--- src/rtl/alu_op_issuer.sv ---
// Request queue + issue FSM driving one op at a time into the decoder/ALU.
// Optional OPCODE_CHECK_EN rejects undefined opcodes without touching the ALU.
module alu_op_issuer #(
    parameter int WIDTH   = 8,
    parameter int DEPTH   = 4,
    parameter int TIMEOUT = 15
) (
    input  logic             clk,
    input  logic             rst_n,
    input  logic             req_valid,
    output logic             req_ready,
    input  logic [3:0]       req_opcode,
    input  logic [WIDTH-1:0] req_a,
    input  logic [WIDTH-1:0] req_b,
    output logic [3:0]       alu_opcode,
    output logic [WIDTH-1:0] alu_a,
    output logic [WIDTH-1:0] alu_b,
    output logic             alu_start,
    input  logic             alu_done,
    input  logic [WIDTH-1:0] alu_result,
    input  logic [3:0]       alu_flags,
    output logic             rsp_valid,
    input  logic             rsp_ready,
    output logic [WIDTH-1:0] rsp_result,
    output logic [3:0]       rsp_flags,
    output logic [3:0]       rsp_opcode,
    output logic             rsp_err,
    output logic             busy
);
    localparam int AW = $clog2(DEPTH);
    localparam logic [AW:0] L_FULL = (AW+1)'(DEPTH);
    localparam logic [7:0] L_TLAST = 8'(TIMEOUT - 1);

    typedef enum logic [1:0] {
        S_IDLE,
        S_ISSUE,
        S_WAIT,
        S_RESP
    } state_t;

    state_t r_state;
    state_t w_next;

    logic [3:0]       r_q_op [DEPTH];
    logic [WIDTH-1:0] r_q_a  [DEPTH];
    logic [WIDTH-1:0] r_q_b  [DEPTH];
    logic [AW-1:0]    r_wptr;
    logic [AW-1:0]    r_rptr;
    logic [AW:0]      r_count;
    logic [7:0]       r_tcnt;

    logic [3:0]       r_alu_op;
    logic [WIDTH-1:0] r_alu_a;
    logic [WIDTH-1:0] r_alu_b;
    logic [WIDTH-1:0] r_rsp_result;
    logic [3:0]       r_rsp_flags;
    logic [3:0]       r_rsp_op;
    logic             r_rsp_err;

    logic             w_full;
    logic             w_empty;
    logic             w_push;
    logic             w_pop;
    logic             w_illegal;
    logic             w_timeout;
    logic [3:0]       w_head_op;

    assign w_full    = (r_count == L_FULL);
    assign w_empty   = (r_count == '0);
    assign w_push    = req_valid && !w_full;
    assign w_pop     = (r_state == S_IDLE) && !w_empty;
    assign w_timeout = (r_tcnt == L_TLAST);
    assign w_head_op = r_q_op[r_rptr];

`ifdef OPCODE_CHECK_EN
    // Undefined encodings: 0010..0111 and 1111
    assign w_illegal = (w_head_op[3:1] == 3'b001) ||
                       (w_head_op[3:2] == 2'b01)  ||
                       (w_head_op == 4'hF);
`else
    assign w_illegal = 1'b0;
`endif

    always_comb begin
        w_next = r_state;
        case (r_state)
            S_IDLE: begin
                if (w_pop) begin
                    w_next = w_illegal ? S_RESP : S_ISSUE;
                end
            end
            S_ISSUE: w_next = S_WAIT;
            S_WAIT: begin
                if (alu_done || w_timeout) begin
                    w_next = S_RESP;
                end
            end
            S_RESP: begin
                if (rsp_ready) begin
                    w_next = S_IDLE;
                end
            end
            default: w_next = S_IDLE;
        endcase
    end

    always_ff @(posedge clk) begin
        if (w_push) begin
            r_q_op[r_wptr] <= req_opcode;
            r_q_a[r_wptr]  <= req_a;
            r_q_b[r_wptr]  <= req_b;
        end
    end

    always_ff @(posedge clk) begin
        if (!rst_n) begin
            r_state      <= S_IDLE;
            r_wptr       <= '0;
            r_rptr       <= '0;
            r_count      <= '0;
            r_tcnt       <= '0;
            r_alu_op     <= '0;
            r_alu_a      <= '0;
            r_alu_b      <= '0;
            r_rsp_result <= '0;
            r_rsp_flags  <= '0;
            r_rsp_op     <= '0;
            r_rsp_err    <= 1'b0;
        end else begin
            r_state <= w_next;
            if (w_push) begin
                r_wptr <= r_wptr + 1'b1;
            end
            if (w_pop) begin
                r_rptr   <= r_rptr + 1'b1;
                r_alu_op <= w_head_op;
                r_alu_a  <= r_q_a[r_rptr];
                r_alu_b  <= r_q_b[r_rptr];
            end
            case ({w_push, w_pop})
                2'b10:   r_count <= r_count + 1'b1;
                2'b01:   r_count <= r_count - 1'b1;
                default: r_count <= r_count;
            endcase
            if (r_state == S_ISSUE) begin
                r_tcnt <= '0;
            end else if (r_state == S_WAIT) begin
                r_tcnt <= r_tcnt + 1'b1;
            end
            // Done wins over a timeout landing on the same cycle
            if (r_state == S_WAIT && alu_done) begin
                r_rsp_result <= alu_result;
                r_rsp_flags  <= alu_flags;
                r_rsp_op     <= r_alu_op;
                r_rsp_err    <= 1'b0;
            end else if (r_state == S_WAIT && w_timeout) begin
                r_rsp_result <= '0;
                r_rsp_flags  <= '0;
                r_rsp_op     <= r_alu_op;
                r_rsp_err    <= 1'b1;
            end else if (w_pop && w_illegal) begin
                r_rsp_result <= '0;
                r_rsp_flags  <= '0;
                r_rsp_op     <= w_head_op;
                r_rsp_err    <= 1'b1;
            end
        end
    end

    assign req_ready  = !w_full;
    assign alu_opcode = r_alu_op;
    assign alu_a      = r_alu_a;
    assign alu_b      = r_alu_b;
    assign alu_start  = (r_state == S_ISSUE);
    assign rsp_valid  = (r_state == S_RESP);
    assign rsp_result = r_rsp_result;
    assign rsp_flags  = r_rsp_flags;
    assign rsp_opcode = r_rsp_op;
    assign rsp_err    = r_rsp_err;
    assign busy       = (r_state != S_IDLE) || !w_empty;
endmodule

--- config.mk ---
export PLATFORM = sky130hd
export DESIGN_NAME = alu_op_issuer
export DESIGN_NICKNAME = d
export VERILOG_FILES = /design/src/rtl/alu_op_issuer.sv
export SDC_FILE = /design/constraint.sdc
export NUM_CORES = 1
export LEC_CHECK = 0
export ABC_AREA = 1
export BUFFER_PORTS_ARGS = -buffer_cell sky130_fd_sc_hd__buf_2
export CORE_MARGIN = 4
export CORE_UTILIZATION = 61
export CTS_BUF_LIST = sky130_fd_sc_hd__clkbuf_4 sky130_fd_sc_hd__clkbuf_8 sky130_fd_sc_hd__clkbuf_16
export DETAILED_ROUTE_END_ITERATION = 8
export PLACE_DENSITY_LB_ADDON = 0.08
export SYNTH_ARGS = -nofsm -noshare
export SYNTH_HDL_FRONTEND = slang
export SYNTH_SLANG_ARGS = --single-unit
export TNS_END_PERCENT = 20
--- constraint.sdc ---
create_clock -name clk -period 4.4 [get_ports clk]
set_clock_uncertainty 0.2 [all_clocks]
set_input_delay 0.88 -clock clk [delete_from_list [all_inputs] [get_ports clk]]
set_output_delay 0.88 -clock clk [all_outputs]
set_load 0.01 [all_outputs]
# After elaboration in Yosys (flattened, before gate mapping)
# Memory sizes are Yosys's and may differ from the RTL's. A register that Yosys moved wholly into a read port is not among the register bits.
# Cells that the tools add are included.
# totals
ram_bits,80
elab_cells,60
inputBits,37
out_inout_bits,41
register_bits,34
memories,3
# classes
eq_ne,10
bitwise,1
addsub,5
reduce_logical,19
n_mux,13
# mem_list
memory,words,width,rd,rd_clocked_by_memory_dff,wr,line_no,text
r_q_a,4,8,1,1,1,45,logic [WIDTH-1:0] r_q_a [DEPTH];
r_q_b,4,8,1,1,1,46,logic [WIDTH-1:0] r_q_b [DEPTH];
r_q_op,4,4,1,1,1,44,logic [3:0] r_q_op [DEPTH];
# ops
op,n
$mux 4,4
$mux 8,2
$add 8x1->8 const B,1
$eq 8x4->1 const B,1
$pmux 2 s4,1
$eq 2x2->1 const B,3
$mux 2,3
$pmux 3 s2,1
$reduce_bool 2->1,3
$logic_not 1->1,5
$add 2x1->2 const B,2
$eq 2x1->1 const B,2
$logic_and 1x1->1,4
$ne 2x2->1 const B,2
$reduce_or 2->1,2
$add 3x1->3 const B,1
$eq 3x3->1 const B,1
$logic_not 3->1,1
$reduce_and 3->1,1
$sub 3x1->3 const B,1
$logic_not 2->1,1
$logic_or 1x1->1,2
$mux 1,2
$ne 2x1->1 const B,1
$not 1->1,1

# Depth between registers and ports, before layout
# Gate-level depths: netlist of run 1.
# depth
word_depth,5
depth_mapped,13
depth_no_buf,12

# Least setup slack after synthesis of run 1
# No wires, ideal clock.
# synth_timing
kind,input to register
start,in req_valid
end,"mem r_q_a[0][0], enable pin"
required_ns,3.803
stages,2
t_arrival_ns,1.852
setup_ns,0.397
slack_ns,1.952
n_path_buf,0
path_cell_list,nand2_2 nor2_1
# synth_between
elab_chain_len,3
# synth_rtl
item,line_no,text
"start, declared",10,"input logic req_valid,"
$logic_and 1x1->1,70,assign w_push = req_valid && !w_full;
$mux 1,108,if (w_push) begin
$mux 1 (implied by the code),110,r_q_a[r_wptr] <= req_a;
"end, declared",45,
# Every way passes these cells.

# Worst setup path after layout of run 1
# layout_timing
start,reg r_state[0]
end,reg r_count[2]
# layout_between
elab_chain_len,4
word_cells_on_any_way,6
cone_classes,eq/ne (2); mux (1); reduce/logical (3)
# layout_rtl
item,line_no,text
"start, declared",41,state_t r_state;
"start signal, assigned",130,r_state <= w_next;
$logic_not 2->1 *,71,assign w_pop = (r_state == S_IDLE) && !w_empty;
$logic_and 1x1->1 *,71,
$eq 2x1->1 or $eq 2x2->1 (tied branches),140,"case ({w_push, w_pop})"
$pmux 3 s2 or $reduce_bool 2->1 (tied branches),-,
"end signal, assigned",141,2'b10: r_count <= r_count + 1'b1;
"end signal, assigned",142,2'b01: r_count <= r_count - 1'b1;
"end signal, assigned",143,default: r_count <= r_count;
"end, declared",49,logic [AW:0] r_count;
# Mark *: on every way between the ends. The rest lies on a longest branch, timed or not.
# A chain may end at the register's enable or synchronous reset.

==> impl_metrics.ini, run 1 <==
[global_routing]
grt_max_degree = 42
grt_usage = 0.224
antenna_found_initial = 0
grt_pass1_wl_um = 17600
grt_pass1_vias = 3616
overflow = 0

[worst_setup_path]
start_kind = flop
critPathBufInv = 3
ff2ff_path_depth = 12
path_cells = inv_1, ha_1, nand2_2, inv_2, ha_1, inv_1, fa_1, a21oi_1, o21ai_0, nand2_1, nand2_1, nor2_1
critPathMaxFanout = 22
cp.depth = 12
max_stage_delay_ps = 380
endpoint_kind = flop
crit_required_ps = 4650
cp_slowest_cell = fa_1
cp_top_family = adder cells
worstPathArrival_ps = 3000
crit_type = flop to flop

[synthesis]
yosys.area_share.xor_xnor = 0
synth_mux_area_frac = 0
ys.flop_type = edfxtp_1
postSynth.asyncResetShare = 0
synth_fa_ha_area_frac = 0.0322
yosysMostFrequentCell = nor2_1
yosysSeqAreaShare = 0.659
ys_ff_latch = 134
synthTopCellsByArea = edfxtp_1 45%, dfxtp_1 20%, nor2_1 7.4%
synthCells = 507
synth_compound_area_frac = 0.119
syn_area_sq_um = 5290
synth_top_family_by_area = simple AND/OR/NAND/NOR gates
synth_top_area_cell = edfxtp_1
synth_commonest_cells = 104 x nor2_1, 80 x edfxtp_1, 58 x o21ai_0
synth_top_area_share = 0.455
yosysWarnings = 0
synth_nets = 557
yosys.area_share.simple = 0.140
yosysUniqueCellTypes = 25
synth-edff-count = 80
synth_area_per_cell_sq_um = 10.4

[power_and_ir_drop]
p_per_area_nw_per_um2 = 648
p_leak_uw = 0.00254
peakVddDrop_uv = 392
power_uw = 4100

[clock_tree]
ctsResizeCount = 0
hold_buffers = 0
cts_setup_buffers = 0
clkLatencyLatePin_ps = 520
tritoncts = done
root_buffer = clkbuf_8
cts-buffers-inserted = 17
path_clk_slew_ps = 60
clock_path_buffers = 2
cts_sinks = 134
htree_levels = 4

[drt]
vias = 3826
routedWlPerCell_um = 15.5
first_iter_violations = 249
viasPerCell = 5.47
ant_nets = 0
first_pass_iters = 4
drc = 0
drt_wl_total_um = 10900

[timing]
post-route-min-period_ps = 2750
fin_setup_tns_ps = 0
final_hold_viol_count = 0
max_freq_ghz = 0.364
rsz0062_at_grt = no
fin_crit_sh = 0.624
tightestPinTransition_ps = 779
setup_viol = 0
layout_setup_ws_ps = 1650
slew_violations = 0
slew_headroom = 0.480

[final_layout]
layout-drive-gt1-share = 0.213
area_delta_synth_final_pct = 19.6
utilization = 0.758
nNetsFinal = 632
diodes = 0

[die]
die_w_um = 101
die_h_um = 101
dieArea_sq_um = 10200
io_pins = 78
rows = 33
core_sq_um = 8340
start_util = 0.634

[outcome]
status = complete, no violations

[flow_run]
cap_violations = 0

[hold_path]
hold_depth = 2
hold_class = flop to flop

[placed_design]
io_buffers = 77
hpwl_um = 6790
place_ws_ps = 1710
globalplace.congestion = 0.793
[final timing paths]
path | from | end | slack (ps)
worst max-delay path | r_state[0]$_SDFFE_PN0P_ | r_count[2]$_SDFFE_PN0P_ | 1650
worst min-delay path | rsp_err$_SDFFE_PP0P_ | rsp_err$_SDFFE_PP0P_ | 260
worst max register to register | r_state[0]$_SDFFE_PN0P_ | r_count[2]$_SDFFE_PN0P_ | 1650
worst min register to register | rsp_err$_SDFFE_PP0P_ | rsp_err$_SDFFE_PP0P_ | 260
[cells in the final DEF (no fill, tap or decap), types with 2 or more instances in the layout]
master	Yosys	layout
nand3_2	3	3
o22ai_1	20	20
nand2_1	42	42
clkbuf_4	0	2
clkbuf_16	0	19
inv_1	34	34
o21ai_0	58	58
buf_4	1	5
edfxtp_1	80	80
nor2_2	5	5
clkinv_4	0	2
inv_4	0	2
ha_1	12	12
nand3_1	18	18
nor2_1	104	104
o21ai_1	11	11
nor3_1	3	3
dfxtp_1	54	54
inv_2	2	2
a21oi_1	30	30
nand2_2	2	2
inv_6	0	3
buf_2	14	77
[metal layers]
layer,share of wire,up-vias,global-route usage
met5,0,-,0
met4,0.010,0,0.0808
met3,0.084,13,0.0588
met2,0.49,145,0.367
met1,0.42,1780,0.288
li1,-,1888,-
[through the flow]
| step | instance area [sq um] | hold slack (ps) | cells |
|---|---|---|---|
| floorplan | 5290 | 254 | 507 |
| global placement | 5710 | 240 | 668 |
| detailed placement | 5710 | 251 | 668 |
| CTS | 6320 | 260 | 700 |
| global route | 6320 | 290 | 700 |
| finish | 6320 | 261 | 700 |
[worst min-delay path, delay by kind of cell (launching register included)]
family,cells,cell delay [ps]
buffers and inverters,1,50
AOI/OAI and AO/OA,1,50
DFF,1,310
[where the power goes]
part / switching, uW / internal (uW) / total [uW]
clock: 533 / 875 / 1410
combinational: 715 / 339 / 1050
sequential: 103 / 1530 / 1630
[cell type report]
| type | count | area, sq um |
|---|---|---|
| flip-flops and latches | 134 | 3480 |
| fillers | 569 | 2020 |
| multi-input cells | 311 | 1540 |
| clock buffers | 22 | 504 |
| repair buffers | 82 | 423 |
| inverters | 36 | 135 |
| well taps | 105 | 131 |
| clock inverters | 10 | 105 |
[registers in the layout, indices dropped and copies added, names as in the netlist, 2 cells and up]
| name | flops |
|---|---|
| r_q_a | 32 |
| r_q_b | 32 |
| r_q_op | 16 |
| alu_a | 8 |
| alu_b | 8 |
| r_tcnt | 8 |
| rsp_result | 8 |
| alu_opcode | 4 |
| rsp_flags | 4 |
| rsp_opcode | 4 |
| r_count | 3 |
| r_rptr | 2 |
| r_state | 2 |
| r_wptr | 2 |
[kinds of logic after synthesis]
group                    count (synthesis)
AO/OA/AOI/OAI                          120
adder cells (fa/ha/maj)                 13
buffers and inverters                   62
flip-flops                             134
AND/OR/NAND/NOR                        178
Power figures use the tool's default switching activity.
==> inputs of run 2 (changes only) <==
ABC_AREA = 0   (was 1)
CORE_UTILIZATION = 56   (was 61)
clock period = 2.73 ns   (was 4.4 ns; I/O delays follow)
==> run 2 against run 1 <==
- sequential share of layout area is 0.55 points higher
- core utilization shrank 4.7 points
- synthesized area fell by 3.5%
- largest cell class unchanged
- highest routed layer unchanged
- hold slack got worse by 220 ps
- critical path depth is 3 lower
- critical endpoint unchanged
- sequential cell count unchanged
- clock power increased by 72%
- largest power group unchanged
- cell area fell by 0.95%
- maximum frequency grew 4.8%
==> impl_metrics.ini, run 2 <==
[timing]
slew_headroom = 0.244
slew_violations = 0
fin_crit_sh = 0.960
tightestPinTransition_ps = 1130
fin_setup_tns_ps = 0
max_freq_ghz = 0.382
final_hold_viol_count = 0
layout_setup_ws_ps = 110
post-route-min-period_ps = 2620
setup_viol = 0

[power_and_ir_drop]
p_per_area_nw_per_um2 = 1050
combPwrFrac = 0.227
clock_power_share = 0.370
p_sw_uw = 1880
p_sw_frac = 0.286
internal_power_uw = 4700
peakVddDrop_uv = 517
p_leak_uw = 0.00241
pwr-share-seq = 0.403

[global_routing]
grt_pass1_vias = 3076
grt_max_degree = 30
antenna_found_initial = 0
grt_usage = 0.191
grt_pass1_wl_um = 15100
overflow = 0

[hold_path]
hold_depth = 2
hold_class = input pin to flop

[synthesis]
yosys.area_share.simple = 0.0782
yosysSeqAreaShare = 0.683
synth-edff-count = 80
yosysUniqueCellTypes = 33
synthCells = 352
synth_top_area_cell = edfxtp_1
synth_commonest_cells = 80 x edfxtp_1, 58 x nand2_1, 54 x dfxtp_1
synth_fa_ha_area_frac = 0.0334
ys_ff_latch = 134
postSynth.asyncResetShare = 0
synth_mux_area_frac = 0.100
ys.flop_type = edfxtp_1
yosys.area_share.xor_xnor = 0.0172
syn_area_sq_um = 5100
synth_compound_area_frac = 0.0618
synth_nets = 402
synthTopCellsByArea = edfxtp_1 47%, dfxtp_1 21%, mux4_2 8.8%
yosysWarnings = 0
yosysMostFrequentCell = edfxtp_1
synth_area_per_cell_sq_um = 14.5
synth_top_area_share = 0.471
synth_top_family_by_area = multiplexers

[drt]
first_iter_violations = 85
ant_nets = 0
viasPerCell = 5.45
vias = 3046
drc = 0
drt_wl_total_um = 9770
first_pass_iters = 4
routedWlPerCell_um = 17.5

[clock_tree]
htree_levels = 4
root_buffer = clkbuf_8
ctsResizeCount = 0
clock_path_buffers = 2
hold_buffers = 0
cts_sinks = 134
path_clk_slew_ps = 60
cts_setup_buffers = 0
cts-buffers-inserted = 17
tritoncts = done
clkLatencyLatePin_ps = 500

[final_layout]
multiInputGateArea_sq_um = 1490
nNetsFinal = 488
area_delta_synth_final_pct = 22.7
seqCellArea_sq_um = 3480
final_common_cell = edfxtp_1
fin_cells = 559
layout_common_cells = 80 x edfxtp_1, 77 x buf_2, 58 x nand2_1
n_fill_cell = 579
layout-drive-gt1-share = 0.317
diodes = 0
top_regs = r_q_a x32, r_q_b x32, r_q_op x16

[worst_setup_path]
worstPathArrival_ps = 2840
critPathMaxFanout = 6
start_kind = flop
crit_required_ps = 2950
ff2ff_path_depth = 9
crit_type = flop to flop
endpoint_kind = flop

[placed_design]
dp.cells = 527
io_buffers = 77
hpwl_um = 6040
globalplace.congestion = 0.736
place_ws_ps = 56.2

[die]
io_pins = 78
core_sq_um = 8810
rows = 34
die_h_um = 103
dieArea_sq_um = 10700
die_w_um = 103
start_util = 0.579

[outcome]
status = complete, no violations

[flow_run]
cap_violations = 0
[run 2: cell count changes after synthesis, sizes merged, moves of 6 or more]
cell,before,now
inv,36,14
o22ai,20,0
nand2,44,58
o21ai,69,4
mux2i,0,6
nand3,21,2
buf,17,8
a22o,0,12
mux4,0,20
xor2,0,6
nor2,109,12
[run 2: cell type report]
type / instances / share of cell area
Timing Repair Buffer: 84 / 0.0720
Inverter: 14 / 0.00839
Clock inverter: 14 / 0.0360
Sequential cell: 134 / 0.557
Tap cell: 108 / 0.0216
Multi-Input combinational cell: 187 / 0.238
Clock buffer: 18 / 0.0674
[run 2: worst paths after layout]
path | from | slack, ps | end
min | alu_done | 40 | rsp_err$_SDFFE_PP0P_
max reg2reg | r_count[0]$_SDFFE_PN0P_ | 110 | r_count[2]$_SDFFE_PN0P_
max | r_count[0]$_SDFFE_PN0P_ | 110 | r_count[2]$_SDFFE_PN0P_
min reg2reg | alu_b[3]$_SDFFE_PN0P_ | 250 | alu_b[3]$_SDFFE_PN0P_
[run 2: per-layer routing]
metal / GRT usage / part of all wire
met4: 0.0707 / 0.014
met5: 0 / 0
met2: 0.324 / 0.50
met3: 0.0530 / 0.053
met1: 0.234 / 0.43
[run 2: stage by stage]
step	power, uW	util	hold WS [ps]	cell area, sq um
2_1_floorplan	3640	-	266	5100
3_3_place_gp	4120	0.636	239	5600
3_5_place_dp	4170	0.636	245	5600
4_1_cts	6630	0.710	19.0	6250
5_1_grt	6920	0.711	19.7	6260
6_report	6580	0.711	40.9	6260
[run 2: worst max-delay path, stage by stage, from the launching register on]
cell and delay [ps]:
dfxtp_1 340, or3b_4 440, and2_4 180, inv_1 80, ha_2 200, inv_1 60, fa_1 380, xor2_1 170
or3_1 320, a21oi_1 160
[run 2: power groups by stage]
stage | registers [uW] | clock network [uW] | logic [uW]
finish | 2650 | 2430 | 1490
global route | 2690 | 2580 | 1660
CTS | 2650 | 2480 | 1510
detailed placement | 2690 | 0 | 1490
global placement | 2670 | 0 | 1450
floorplan | 2700 | 0 | 939
[run 2: logic make-up (layout without fill, tap and decap cells)]
group	count (synthesis)	in the layout
AO/OA/AOI/OAI	47	47
XOR/XNOR	10	10
multiplexers	26	26
AND/OR/NAND/NOR	91	91
flip-flops	134	134
buffers and inverters	31	130
adder cells (fa/ha/maj)	13	13
